`src/rtl/booth_pkg.sv`:
```
// Shared Booth select-code definitions. The datapath mux imports this package too, so the
// order of its mux inputs always matches these codes.
package booth_pkg;

  localparam logic [2:0] SEL_ZERO = 3'd0;
  localparam logic [2:0] SEL_P1   = 3'd1;
  localparam logic [2:0] SEL_P2   = 3'd2;
  localparam logic [2:0] SEL_N1   = 3'd3;
  localparam logic [2:0] SEL_N2   = 3'd4;

  typedef enum logic [1:0] {
    IDLE = 2'd0,
    RUN  = 2'd1,
    DONE = 2'd2
  } booth_state_t;

  // Signed multiple of M selected by a code; illegal codes map to zero.
  function automatic int sel_value(input logic [2:0] code);
    case (code)
      SEL_P1:  sel_value = 1;
      SEL_P2:  sel_value = 2;
      SEL_N1:  sel_value = -1;
      SEL_N2:  sel_value = -2;
      default: sel_value = 0;
    endcase
  endfunction

  function automatic logic sel_is_legal(input logic [2:0] code);
    sel_is_legal = (code <= SEL_N2);
  endfunction

endpackage

```
`src/rtl/booth_digit_enc.sv`:
```
// Radix-4 Booth digit encoder: maps the triplet {b[2i+1], b[2i], b[2i-1]} to a select code.
module booth_digit_enc
  import booth_pkg::*;
(
  input  logic [2:0] triplet_i,
  output logic [2:0] sel_o
);

  always_comb begin
    sel_o = SEL_ZERO;
    case (triplet_i)
      3'b000:  sel_o = SEL_ZERO;
      3'b001:  sel_o = SEL_P1;
      3'b010:  sel_o = SEL_P1;
      3'b011:  sel_o = SEL_P2;
      3'b100:  sel_o = SEL_N2;
      3'b101:  sel_o = SEL_N1;
      3'b110:  sel_o = SEL_N1;
      3'b111:  sel_o = SEL_ZERO;
      default: sel_o = SEL_ZERO;
    endcase
  end

endmodule

```
`src/rtl/booth_sel_gen.sv`:
```
// Sequential radix-4 Booth recoder: streams one select code per digit, LSD first, over a
// valid/ready handshake.
module booth_sel_gen
  import booth_pkg::*;
#(
  parameter int unsigned W = 8,
  localparam int unsigned N = W / 2,
  localparam int unsigned IdxW = $clog2(N)
) (
  input  logic            clk,
  input  logic            rst_n,
  input  logic            start,
  input  logic [W-1:0]    mplr,
  output logic            idle,
  output logic [2:0]      sel,
  output logic            sel_valid,
  input  logic            sel_ready,
  output logic [IdxW-1:0] digit_idx,
  output logic            last,
  output logic            done
);

  localparam logic [IdxW-1:0] LastIdx = IdxW'(N - 1);

  booth_state_t    state_q;
  logic [W:0]      sr_q;
  logic [2:0]      triplet;
  logic [2:0]      enc_sel;
  logic [W:0]      sr_shift;
  logic [IdxW-1:0] idx_next;
  logic            unused_sr_low;

  // In IDLE the encoder looks at the incoming operand so digit 0 is registered on the load
  // edge; in RUN it looks one digit ahead of the one currently presented.
  assign triplet  = (state_q == IDLE) ? {mplr[1:0], 1'b0} : sr_q[4:2];
  assign sr_shift = {{2{sr_q[W]}}, sr_q[W:2]};
  assign idx_next = digit_idx + 1'b1;
  assign idle     = (state_q == IDLE);

  // The two low bits only hold the digit already on the output.
  assign unused_sr_low = ^sr_q[1:0];

  booth_digit_enc u_enc (
    .triplet_i (triplet),
    .sel_o     (enc_sel)
  );

  always_ff @(posedge clk or negedge rst_n) begin
    if (!rst_n) begin
      state_q   <= IDLE;
      sr_q      <= '0;
      sel       <= SEL_ZERO;
      sel_valid <= 1'b0;
      digit_idx <= '0;
      last      <= 1'b0;
      done      <= 1'b0;
    end else begin
      unique case (state_q)
        IDLE: begin
          done <= 1'b0;
          if (start) begin
            state_q   <= RUN;
            sr_q      <= {mplr, 1'b0};
            sel       <= enc_sel;
            sel_valid <= 1'b1;
            digit_idx <= '0;
            last      <= (LastIdx == '0);
          end
        end
        RUN: begin
          if (sel_ready) begin
            if (last) begin
              state_q   <= DONE;
              sr_q      <= '0;
              sel       <= SEL_ZERO;
              sel_valid <= 1'b0;
              digit_idx <= '0;
              last      <= 1'b0;
              done      <= 1'b1;
            end else begin
              sr_q      <= sr_shift;
              sel       <= enc_sel;
              digit_idx <= idx_next;
              last      <= (idx_next == LastIdx);
            end
          end
        end
        DONE: begin
          state_q <= IDLE;
          done    <= 1'b0;
        end
        default: begin
          state_q   <= IDLE;
          sel       <= SEL_ZERO;
          sel_valid <= 1'b0;
          digit_idx <= '0;
          last      <= 1'b0;
          done      <= 1'b0;
        end
      endcase
    end
  end

endmodule

```
`config.mk`:
```
export PLATFORM = sky130hd
export DESIGN_NAME = booth_sel_gen
export DESIGN_NICKNAME = d
export VERILOG_FILES = /design/src/rtl/booth_pkg.sv /design/src/rtl/booth_digit_enc.sv /design/src/rtl/booth_sel_gen.sv
export SDC_FILE = /design/constraint.sdc
export NUM_CORES = 1
export LEC_CHECK = 0
export CORE_UTILIZATION = 30
export DETAILED_ROUTE_END_ITERATION = 6
export SYNTH_ARGS = -nofsm -noshare
export SYNTH_HDL_FRONTEND = slang
export SYNTH_SLANG_ARGS = --single-unit
```
`constraint.sdc`:
```
create_clock -name clk -period 1.95 [get_ports clk]
set_input_delay 0.39 -clock clk [delete_from_list [all_inputs] [get_ports clk]]
set_output_delay 0.39 -clock clk [all_outputs]
set_load 0.03 [all_outputs]
```
==> metrics.yaml <==
worst_setup_path:
  r2r-start: "state_q[0]$_DFFE_PN0P_"
  cp_max_fo: 11
  reg2reg_slack_ns: 0.39
  setup.worst_path.class: "flip-flop to output port"
  cp.arrival_ns: 1.44
  cp-start-kind: "flip-flop"
  path_delay_family: "flip-flops"
  r2r_cells: 3
  slowest_delay_ns: 0.50
  r2r-end: "digit_idx[1]$_DFFE_PN0P_"
  path_buf_inv: 2
  slowest_stage: "dfrtp_1"
  crit_required_ns: 1.56
  endpoint_kind: "output port"
  crit_chain: "or2_2, inv_1, buf_4"
power:
  power_frac_seq_pct: 33.9
  clockPowerShare_pct: 11.3
  p_leak_nw: 0.552
  total_power_mw: 1.75
  p_int_mw: 1.03
  p_comb_share_pct: 54.8
  swShare_pct: 41.2
  ir_worst_vdd_mv: 0.727
  p_switching_mw: 0.720
  power_density_nw_per_um2: 1400
timing:
  rsz0062_at_grt: "false"
  holdWs_ns: 0.410
  final-hold-violation-count: 0
  setup_viol: 0
  max_freq_mhz: 547
  max_slew_margin_pct: 78.5
  min_period_ns: 1.83
  drv_slew: 0
  tns_ns: 0
  worst_pin_slew_ns: 0.322
  skew_ns: 0.00293
  fin_crit_sh_pct: 93.8
cts:
  clk_latency_ns: 0.29
  clk_pin_slew_ns: 0.10
  cts_htree_levels: 1
  cts_sinks: 17
  cts_root_buffer: "clkbuf_4"
  clockBufferDepth: 2
  postCtsHoldBufs: 0
  cts.repair.resized: 0
  cts_tree: "yes"
  cts_setup_buffers: 0
  cts_buffers: 3
synthesis:
  synth-seq-area-share_pct: 45.9
  synth.net_count: 105
  syn_inst: 92
  synthDistinctLibCells: 30
  synthesis.area_um2: 927
  ys_ff_latch: 17
  yosys_warnings: 0
  avgSynthCellArea_um2: 10.1
die:
  ios: 21
  rows: 19
  die_x_um: 57.6
  fp.coreArea_um2: 2850
  die_y_um: 57.6
  initial_core_util_pct: 32.5
  dieArea_um2: 3320
final_layout:
  nNetsFinal: 136
  syn_to_final_growth_pct: 34.8
  drive_above_1_share_pct: 20.5
  num-fill-cells: 281
  fin_util_pct: 43.8
  antennaDiodeCount: 0
  instances_no_fill: 153
placed_design:
  dp_hpwl_um: 1520
  io_buffers: 20
  place.gp.congestion: 0.743
  placed_cells: 149
grt:
  grt_pass1_wl_um: 3750
  grt-ovfl-total: 0
  grt_use_total_pct: 14.9
  antenna_found_initial: 0
  grt_pass1_vias: 816
  grt_max_degree: 18
run_status:
  status: "complete, but fails checks"
  violations: "design-rule violations"
routing:
  wl_um: 2140
  viasPerCell: 5.35
  wl_per_cell_um: 14.0
  post-route-drc-count: 1
  first_iter_violations: 20
  dr.pass1.iters: 6
  final_antenna_net_count: 0
  vias: 818
job:
  cap_violations: 0
worst_hold_path:
  hold_class: "primary input to asynchronous set/reset pin"
## through the flow
step	instance area, um^2	worst slack (ns)
floorplan	927	0.423
global placement	1220	0.0969
detailed placement	1220	0.0589
CTS	1250	0.0763
global route	1250	0.0312
finish	1250	0.122
## kinds of logic (layout without fill, tap and decap cells)
group | after synthesis | count (layout) | synth area share, %
and+or+nand+nor | 26 | 26 | 17.1
adders and majority gates | 1 | 1 | 1.35
buffers and inverters | 11 | 41 | 5.40
AOI/OAI and AO/OA | 30 | 30 | 22.0
muxes | 6 | 6 | 7.29
DFF | 17 | 17 | 45.9
xor gates and xnor gates | 1 | 1 | 0.945
## registers in the layout, summed over array words and instances (netlist names)
name	cells
digit_idx	2
done	1
last	1
sel	3
sel_valid	1
sr_q	7
state_q	2
## power by group through the flow
stage / logic, mW / clock network [mW] / registers (mW)
2_1_floorplan: 0.516 / 0 / 0.690
3_3_place_gp: 0.950 / 0 / 0.590
3_5_place_dp: 0.966 / 0 / 0.599
4_1_cts: 0.968 / 0.207 / 0.592
5_1_grt: 1.06 / 0.227 / 0.612
6_report: 0.958 / 0.197 / 0.592
## layout by cell type (no fill, tap or decap), types with 4 or more instances in the layout
| cell type | instances |
|---|---|
| a21oi_1 | 8 |
| buf_4 | 13 |
| clkdlybuf4s50_1 | 19 |
| dfrtp_1 | 16 |
| inv_1 | 5 |
| nand2_1 | 5 |
| nor2_1 | 5 |
| nor4bb_1 | 4 |
| o21ai_0 | 10 |
| o31ai_1 | 5 |
## routing by layer
metal	vias to the layer above	share of wire, %	track usage [%]
met1	390	49	19.6
met5	-	0	0
met3	5	5.0	4.76
met2	22	45	22.9
li1	401	-	-
met4	0	0.98	5.23
## cells in the mapped netlist
cell type | instances | area, um^2
o41ai_2 | 1 | 16.3
or2_2 | 1 | 6.26
dfrtp_1 | 17 | 425
o21ai_0 | 10 | 50.1
o31a_4 | 1 | 17.5
nand3_1 | 3 | 15.0
buf_2 | 1 | 5.00
or3b_2 | 1 | 8.76
nor2_1 | 5 | 18.8
or3b_1 | 1 | 8.76
mux2i_2 | 1 | 13.8
ha_1 | 1 | 12.5
o31ai_1 | 5 | 37.5
nor3b_1 | 3 | 22.5
mux2i_1 | 2 | 20.0
a21oi_1 | 8 | 40.0
nor4b_1 | 1 | 8.76
a22o_1 | 2 | 17.5
a311oi_1 | 1 | 8.76
a211oi_1 | 1 | 7.51
mux2_2 | 3 | 33.8
nor3_1 | 1 | 5.00
a221oi_1 | 1 | 8.76
nand2b_1 | 1 | 6.26
nor4bb_1 | 4 | 40.0
buf_6 | 1 | 11.3
nand2_1 | 5 | 18.8
xor2_1 | 1 | 8.76
inv_1 | 5 | 18.8
clkbuf_1 | 4 | 15.0
## worst max path at each step
stage	startpoint	to	slack, ns	depth (start not counted)
after global placement	mplr[1]	sel[1]$_DFFE_PN0P_	0.1	4
final	state_q[0]$_DFFE_PN0P_	idle	0.12	3
after CTS	state_q[1]$_DFFE_PN0P_	idle	0.08	3
after detailed placement	mplr[1]	sel[1]$_DFFE_PN0P_	0.06	4
after floorplan	state_q[0]$_DFFE_PN0P_	digit_idx[1]$_DFFE_PN0P_	0.42	4
after global routing	state_q[0]$_DFFE_PN0P_	idle	0.03	3
## final cells by class
type / instances / area, um^2 / share of cell area, %
Multi-Input combinational cell: 64 / 452 / 36.1
Clock buffer: 4 / 26.3 / 2.10
Sequential cell: 17 / 427 / 34.1
Timing Repair Buffer: 32 / 288 / 23.0
Tap cell: 31 / 38.8 / 3.10
Inverter: 5 / 18.8 / 1.50
Power figures use the tool's default switching activity.
